### src/rtl/ddram_verify_pkg.sv
// Shared types and helpers for the DDR3 read-back verifier.
// Build option: DDRAM_VERIFY_PATTERN_EN selects the address-derived fill pattern.
package ddram_verify_pkg;

    localparam int ADDR_W = 29;
    localparam int DATA_W = 64;
    localparam int BCNT_W = 8;

    typedef enum logic [1:0] {
        IDLE,
        REQ,
        DATA,
        DONE
    } state_t;

    // Value the clearer wrote at beat address a.
    function automatic logic [DATA_W-1:0] exp_word(
        input logic [ADDR_W-1:0] a,
        input logic [DATA_W-1:0] fill
    );
`ifdef DDRAM_VERIFY_PATTERN_EN
        exp_word = {~{3'b000, a}, {3'b000, a}};
`else
        exp_word = fill;
`endif
    endfunction

endpackage

### src/rtl/ddram_verify_cmp.sv
// Registered beat compare and error accumulator for ddram_verify.
// Ports: clk_sys, RESET (sync, active-low), clr, valid, addr, data,
//        expected in; err, err_cnt (saturating), err_addr (first miss) out.
module ddram_verify_cmp
    import ddram_verify_pkg::*;
(
    input  logic              clk_sys,
    input  logic              RESET,
    input  logic              clr,
    input  logic              valid,
    input  logic [ADDR_W-1:0] addr,
    input  logic [DATA_W-1:0] data,
    input  logic [DATA_W-1:0] expected,
    output logic              err,
    output logic [15:0]       err_cnt,
    output logic [ADDR_W-1:0] err_addr
);

    logic miss;

    assign miss = valid && (data != expected);

    always_ff @(posedge clk_sys) begin
        if (!RESET) begin
            err      <= 1'b0;
            err_cnt  <= '0;
            err_addr <= '0;
        end else if (clr) begin
            err      <= 1'b0;
            err_cnt  <= '0;
            err_addr <= '0;
        end else if (miss) begin
            err <= 1'b1;
            if (err_cnt != 16'hFFFF)
                err_cnt <= err_cnt + 16'd1;
            // only the first failing beat of a pass is remembered
            if (!err)
                err_addr <= addr;
        end
    end

endmodule

### src/rtl/ddram_verify.sv
// Burst-reads a DDR3 word window and checks each beat against the fill value.
// Ports: clk_sys, RESET (sync, active-low), start in; busy, done, err,
//        err_cnt, err_addr out; DDRAM_* avalon-style read master.
// Build option: DDRAM_VERIFY_PATTERN_EN (address pattern instead of EXPECT).
module ddram_verify
    import ddram_verify_pkg::*;
#(
    parameter int unsigned       BURST      = 128,
    parameter logic [ADDR_W-1:0] ADDR_START = 29'h0,
    parameter logic [ADDR_W-1:0] ADDR_END   = 29'h3FFFFF,
    parameter logic [DATA_W-1:0] EXPECT     = 64'h0
) (
    input  logic              clk_sys,
    input  logic              RESET,
    input  logic              start,
    output logic              busy,
    output logic              done,
    output logic              err,
    output logic [15:0]       err_cnt,
    output logic [ADDR_W-1:0] err_addr,
    input  logic              DDRAM_BUSY,
    output logic [BCNT_W-1:0] DDRAM_BURSTCNT,
    output logic [ADDR_W-1:0] DDRAM_ADDR,
    output logic              DDRAM_RD,
    input  logic [DATA_W-1:0] DDRAM_DOUT,
    input  logic              DDRAM_DOUT_READY
);

    localparam logic [ADDR_W:0] BURST_X = (ADDR_W + 1)'(BURST);
    localparam logic [ADDR_W:0] ONE_X   = (ADDR_W + 1)'(1);

    state_t            state, state_nx;
    logic [ADDR_W-1:0] addr, addr_nx;
    logic [BCNT_W-1:0] beat, beat_nx;
    logic [ADDR_W:0]   rem;
    logic [BCNT_W-1:0] bcnt;
    logic              last_burst;
    logic              burst_full;
    logic              beat_ok;
    logic              clr;
    logic [ADDR_W-1:0] beat_addr;
    logic [DATA_W-1:0] expected;

    // one extra bit so a window ending at the top word cannot wrap
    assign rem        = {1'b0, ADDR_END} - {1'b0, addr} + ONE_X;
    assign last_burst = (rem <= BURST_X);
    assign bcnt       = last_burst ? rem[BCNT_W-1:0] : BCNT_W'(BURST);

    // burst_full stays high one cycle after the last beat so its
    // compare lands before done/next request
    assign burst_full = (beat == bcnt);
    assign beat_ok    = DDRAM_DOUT_READY && (state == DATA) && !burst_full;
    assign beat_addr  = addr + ADDR_W'(beat);
    assign expected   = exp_word(beat_addr, EXPECT);

    always_ff @(posedge clk_sys) begin
        if (!RESET) begin
            state <= IDLE;
            addr  <= ADDR_START;
            beat  <= '0;
        end else begin
            state <= state_nx;
            addr  <= addr_nx;
            beat  <= beat_nx;
        end
    end

    always_comb begin
        state_nx = state;
        addr_nx  = addr;
        beat_nx  = beat;
        clr      = 1'b0;
        unique case (state)
            IDLE, DONE: begin
                if (start) begin
                    state_nx = REQ;
                    addr_nx  = ADDR_START;
                    beat_nx  = '0;
                    clr      = 1'b1;
                end
            end
            REQ: begin
                if (!DDRAM_BUSY) begin
                    state_nx = DATA;
                    beat_nx  = '0;
                end
            end
            DATA: begin
                if (burst_full) begin
                    if (last_burst) begin
                        state_nx = DONE;
                    end else begin
                        state_nx = REQ;
                        addr_nx  = addr + ADDR_W'(bcnt);
                    end
                end else if (beat_ok) begin
                    beat_nx = beat + BCNT_W'(1);
                end
            end
            default: state_nx = IDLE;
        endcase
    end

    assign busy           = (state == REQ) || (state == DATA);
    assign done           = (state == DONE);
    assign DDRAM_RD       = (state == REQ);
    assign DDRAM_ADDR     = DDRAM_RD ? addr : '0;
    assign DDRAM_BURSTCNT = DDRAM_RD ? bcnt : '0;

    ddram_verify_cmp u_cmp (
        .clk_sys  (clk_sys),
        .RESET    (RESET),
        .clr      (clr),
        .valid    (beat_ok),
        .addr     (beat_addr),
        .data     (DDRAM_DOUT),
        .expected (expected),
        .err      (err),
        .err_cnt  (err_cnt),
        .err_addr (err_addr)
    );

endmodule

### config.mk
export PLATFORM = sky130hd
export DESIGN_NAME = ddram_verify
export DESIGN_NICKNAME = d
export VERILOG_FILES = /design/src/rtl/ddram_verify_pkg.sv /design/src/rtl/ddram_verify_cmp.sv /design/src/rtl/ddram_verify.sv
export SDC_FILE = /design/constraint.sdc
export NUM_CORES = 1
export LEC_CHECK = 0
export ABC_AREA = 1
export BUFFER_PORTS_ARGS = -buffer_cell sky130_fd_sc_hd__buf_2
export CAP_MARGIN = 20
export CORE_MARGIN = 4
export CORE_UTILIZATION = 45
export DETAILED_ROUTE_END_ITERATION = 6
export HOLD_SLACK_MARGIN = 0.12
export PLACE_DENSITY_LB_ADDON = 0.15
export SLEW_MARGIN = 10
export SYNTH_ARGS = -nofsm -noshare
export SYNTH_HDL_FRONTEND = slang
export SYNTH_SLANG_ARGS = --single-unit
### constraint.sdc
create_clock -name clk_sys -period 4.4 [get_ports clk_sys]
set_clock_uncertainty 0.05 [all_clocks]
set_input_delay 1.1 -clock clk_sys [delete_from_list [all_inputs] [get_ports clk_sys]]
set_output_delay 1.1 -clock clk_sys [all_outputs]
set_load 0.005 [all_outputs]
# Word level (Yosys, flattened, before mapping)
# Cells that the tools add are included.
# word_totals
ff_bits,85
out_inout_bits,86
wordCells,60
# op_classes
addsub,6
magnitude_cmp,1
n_eq_ne,11
muxes,19
n_bitwise,2
n_reduce_logical,15
# op_table
op,n
$mux W29,4
$reduce_bool A64 Y1,1
$add A29 B8 Y29,2
$pmux W29 S2,1
$mux W8,6
$add A30 B1 Y30 const B,1
$le A30 B8 Y1 const B,1
$sub A22 B29 Y30 const A,1
$pmux W8 S3,1
$add A16 B1 Y16 const B,1
$ne A16 B16 Y1 const B,1
$ne A2 B2 Y1 const B,5
$add A8 B1 Y8 const B,1
$eq A8 B8 Y1,1
$mux W2,4
$reduce_and A4 Y1,2
$pmux W2 S3,1
$eq A2 B2 Y1 const B,2
$reduce_and A2 Y1,2
$reduce_or A2 Y1,2
$logic_and A1 B1 Y1,3
$reduce_and A3 Y1,1
$eq A2 B1 Y1 const B,1
$logic_not A2 Y1,1
other kinds (6),8

# Depth between registers and ports, before layout
# depth
depth_word,10
ltp_mapped,29
depth_no_buf,29

# Cells and area by module
# Synthesis repeated with hierarchy kept, for this count alone.
# unflattened
hier_cells,1667
hier_area_um2,8912.3
# modules_own_cells
module,instances,cells_per_inst,area_per_inst_um2,seq_area_each_um2
ddram_verify,1,993,5348.9,780.7
ddram_verify_cmp,1,674,3563.4,920.9

# Worst setup path before layout
# OpenSTA, ideal clock, no wires.
# synth_path
kind,register to register
from,register addr[1]
to,register addr[8]
setup_time_ns,0.121
arrival_ns,3.080
required_ns,4.229
path_slack_ns,1.149
stages_incl_launch_ff,20
path_buffers,1
period_less_slack_ns,3.251
path_cell_list,dfxtp_1 -> inv_1 -> ha_1 -> nand2_4 -> nor2_4 -> buf_6 -> nand3_2 -> nand2_1 -> nand3_1 -> nor2_1 -> nand2_1 -> nor2_8 -> nand3_1 -> fa_1 -> o21ai_2 -> nand2_1 -> nand2_1 -> nand2_1 -> o21ai_1 -> a21oi_1
# synth_between
elab_chain_len,8
word_cells_on_any_way,12
classes_between,add/sub: 3; order compare: 1; eq/ne: 3; mux: 4; reduce/logical: 1
# synth_lines
element,line,text
start: declaration,ddram_verify.sv:33,"logic [ADDR_W-1:0] addr, addr_nx;"
start signal: assignment,ddram_verify.sv:63,addr <= addr_nx;
$sub A22 B29 Y30,ddram_verify.sv:45,"assign rem = {1'b0, ADDR_END} - {1'b0, addr} + ONE_X;"
$add A30 B1 Y30,ddram_verify.sv:45,
$le A30 B8 Y1,ddram_verify.sv:46,assign last_burst = (rem <= BURST_X);
$mux W8,ddram_verify.sv:47,assign bcnt = last_burst ? rem[BCNT_W-1:0] : BCNT_W'(BURST);
$add A29 B8 Y29,ddram_verify.sv:94,addr_nx = addr + ADDR_W'(bcnt);
$mux W29,ddram_verify.sv:90,if (last_burst) begin
$mux W29,ddram_verify.sv:89,if (burst_full) begin
$pmux W29 S2,ddram_verify.sv:73,unique case (state)
# Parallel ways exist; a longest one is shown, timed or not. The select of a mux whose other input is x is not followed.
# A chain may end at the register's enable or synchronous reset.

# Final worst setup path
# layout_path
from,register addr[1]
to,output port DDRAM_BURSTCNT[5]
# layout_between
elab_chain_len,5
# layout_lines
element,line,text
$sub A22 B29 Y30 *,ddram_verify.sv:45,
$add A30 B1 Y30 *,ddram_verify.sv:45,
$le A30 B8 Y1,ddram_verify.sv:46,
$mux W8 *,ddram_verify.sv:47,
$mux W8 *,ddram_verify.sv:108,assign DDRAM_BURSTCNT = DDRAM_RD ? bcnt : '0;
end: declaration,ddram_verify.sv:22,"output logic [BCNT_W-1:0] DDRAM_BURSTCNT,"
# Every way passes the cells marked *; elsewhere a longest branch is shown, timed or not.

==> run_results.csv <==
group,metric,value,unit
final_layout,fill_cells,1577,
final_layout,design_area,0.008235,mm2
placed_design,dpl.cell_count,1494,
sta,hold_viol_final,0,
synth,ys_seq_area_share,24.37,%
sta,worstMarginPinSlew,1032,ps
grt,grt_pass1_vias,7065,
placed_design,placed_cell_area,0.007864,mm2
critical_path,cp-start-kind,"register",
routing,firstDrtPassIters,7,
final_layout,multi_input_area,0.004497,mm2
placed_design,dp_slack,430.9,ps
synth,synth.avg_cell_area,5.937,um2
placed_design,portBuffers,154,
routing,ant_nets,0,
floorplanning,ios,155,
hold_path,min_path_cells,2,
grt,grt_pass1_wl,37540,um
critical_path,crit_arrival,2970,ps
sta,fmaxAchievable,243.0,MHz
outcome,status,"complete, but fails checks",
final_layout,area_growth,17.96,%
hold_path,min_to,"u_cmp.err_addr[2]",
hold_path,min_path_type,"register to register",
routing,routed_wl,23890,um
critical_path,end_kind,"output port",
floorplanning,chipHeight,132.6,um
cts,cts_buffer_depth,2,
hold_path,worstHoldStart,"u_cmp.err_addr[2]",
power_and_ir_drop,p_leak,4.402,nW
placed_design,hpwl,19100,um
final_layout,stdcell_count,1516,
grt,track_usage,26.29,%
sta,fin_hold_ws,412.2,ps
floorplanning,start_util,45.93,%
final_layout,fin_nets,1413,
synth,ys_ff_latch,85,
sta,tns,0,ps
synth,synth_top_area_share,24.37,%
synth,ys_warn_count,0,
critical_path,r2r_end,"addr[20]",
synth,synthTopCellsByArea,"dfxtp_1 24%, nand2_1 17%, nor2_1 9.3%, inv_1 7.7%, nand3_1 6.1%",
critical_path,critPathKind,"register to output port",
critical_path,worstPathRequired,3250,ps
sta,fin_crit_sh,93.53,%
sta,final-max-slew-violation-count,0,
cts,cts_sinks,85,
sta,slew_headroom,31.17,%
cts,cts_buffers,9,
sta,setup_viol,0,
cts,worstSkewPairLatency,360,ps
cts,path_clk_slew,70,ps
grt,grt_overflow,0,
final_layout,drive_gt1_share,17.92,%
cts,cts_tree,"done",
routing,drt-wirelength-per-cell,15.76,um
synth,netlist_area,0.006982,mm2
floorplanning,placementRows,45,
outcome,violations,"DRC",
routing,vias_per_cell,5.358,
synth,synth_cell_types,38,
cts,htreeDepth,3,
critical_path,critPathMaxFanout,12,
floorplanning,die_area,0.01757,mm2
flow_run,maxCapViolations,0,
grt,antenna_found_initial,0,
sta,min_period,4115,ps
critical_path,ff2ff_path_depth,21,
power_and_ir_drop,ir_drop,0.2180,mV
final_layout,diodes,0,
power_and_ir_drop,powerDensity,343.8,mW/mm2
sta,rsz0062_at_grt,"false",
sta,setup_ws,284.7,ps
critical_path,reg2reg_slack,410,ps
floorplanning,core-area,0.01520,mm2
cts,cts_root_buffer,"clkbuf_16",
critical_path,rr_startpoint,"addr[2]",
synth,syn-num-nets,1266,
routing,drc_errors,1,
synth,yosys.area.top_type,"dfxtp_1",
routing,drtIter0Drc,763,
grt,grt_max_degree,31,
synth,syn_inst,1176,
routing,vias,8123,
placed_design,place_congestion,0.9838,
floorplanning,chipWidth,132.6,um
final_layout,seqCellArea,0.001702,mm2
## worst max path at each step
stage             from                 to  slack, ps  cells after the start
6_report       addr[1]  DDRAM_BURSTCNT[5]        280                     14
5_1_grt        addr[1]  DDRAM_BURSTCNT[7]         40                     16
4_1_cts        addr[1]  DDRAM_BURSTCNT[7]         30                     16
3_5_place_dp   addr[1]  DDRAM_BURSTCNT[7]        430                     16
3_3_place_gp   addr[0]  DDRAM_BURSTCNT[7]        450                     17
2_1_floorplan  addr[1]            addr[8]       1150                     19
## cell usage in the layout, fill, tap and decap left out, types with 20 or more instances in the layout
cell	count
a21oi_1	75
buf_2	154
dfxtp_1	85
inv_1	143
nand2_1	325
nand3_1	85
nand4_1	30
nor2_1	172
nor3_1	27
nor4_1	20
o21ai_0	45
xor2_1	35
## report_power, final
group | internal [mW] | switching (mW) | leakage [nW] | total [mW]
combinational | 0.340 | 0.803 | 3.56 | 1.14
clock | 0.457 | 0.382 | 0.153 | 0.838
sequential | 0.813 | 0.0367 | 0.686 | 0.850
## cell families (layout without fill, tap and decap cells)
| kind of cell | Yosys count | count (layout) | share of synthesized area, % |
|---|---|---|---|
| compound gates | 133 | 133 | 9.892 |
| simple gates | 706 | 706 | 45.07 |
| flops | 85 | 85 | 24.37 |
| fa+ha+maj | 21 | 21 | 3.979 |
| xor+xnor | 42 | 42 | 5.269 |
| buf+inv | 189 | 341 | 11.42 |
## registers in the layout, summed over array words and instances, names as in the netlist
name / cells
addr: 29
beat: 8
state: 2
u_cmp.err: 1
u_cmp.err_addr: 29
u_cmp.err_cnt: 16
## synthesized netlist by cell type, drive strengths merged
cell type,instances
nand3b,3
a21oi,76
xor2,35
nand2,337
nor4,20
nor3b,1
o21a,4
fa,2
o22ai,2
nor3,27
o21ai,49
nor2,185
or2,1
inv,150
and3,3
nand3,99
clkbuf,11
buf,25
nand4,30
ha,19
a211oi,1
xnor2,7
dfxtp,85
clkinv,3
o41a,1
## final cells by class
| cell class | instances | share of cell area (%) |
|---|---|---|
| inverters | 153 | 7.004 |
| clock inverters | 7 | 1.139 |
| multi-input cells | 902 | 54.60 |
| well taps | 188 | 2.856 |
| repair buffers | 172 | 11.00 |
| clock buffers | 9 | 2.735 |
| flip-flops and latches | 85 | 20.66 |
## critical path, cell delays in order (launching register included)
cell,delay (ps)
dfxtp_1,370
inv_1,210
ha_2,300
nand2_4,90
nor2_4,240
nand3_2,130
nand2_1,110
nand2_1,60
nand2_1,110
nand3_2,100
nor2_4,270
buf_4,220
nand3_1,100
nor2_1,150
buf_2,140
## per-layer routing
layer	GRT usage [%]	vias up	share of wire, %
met5	0	-	0
met4	7.737	0	2.5
met3	4.335	41	9.6
met2	39.62	421	42
met1	38.52	3586	46
li1	-	4075	-
## through the flow
stage,power (mW),utilization [%]
4_1_cts,2.800,53.83
3_5_place_dp,1.966,51.73
5_1_grt,2.989,54.17
2_1_floorplan,1.671,-
6_report,2.831,54.17
3_3_place_gp,1.967,51.73
## what timing repair did
item,in CTS,in global routing
hold buffers,0,0
buffers inserted,0,6
resized for setup,0,3
setup endpoints to repair,0,8
No activity file was read; power rests on OpenSTA's default activity.
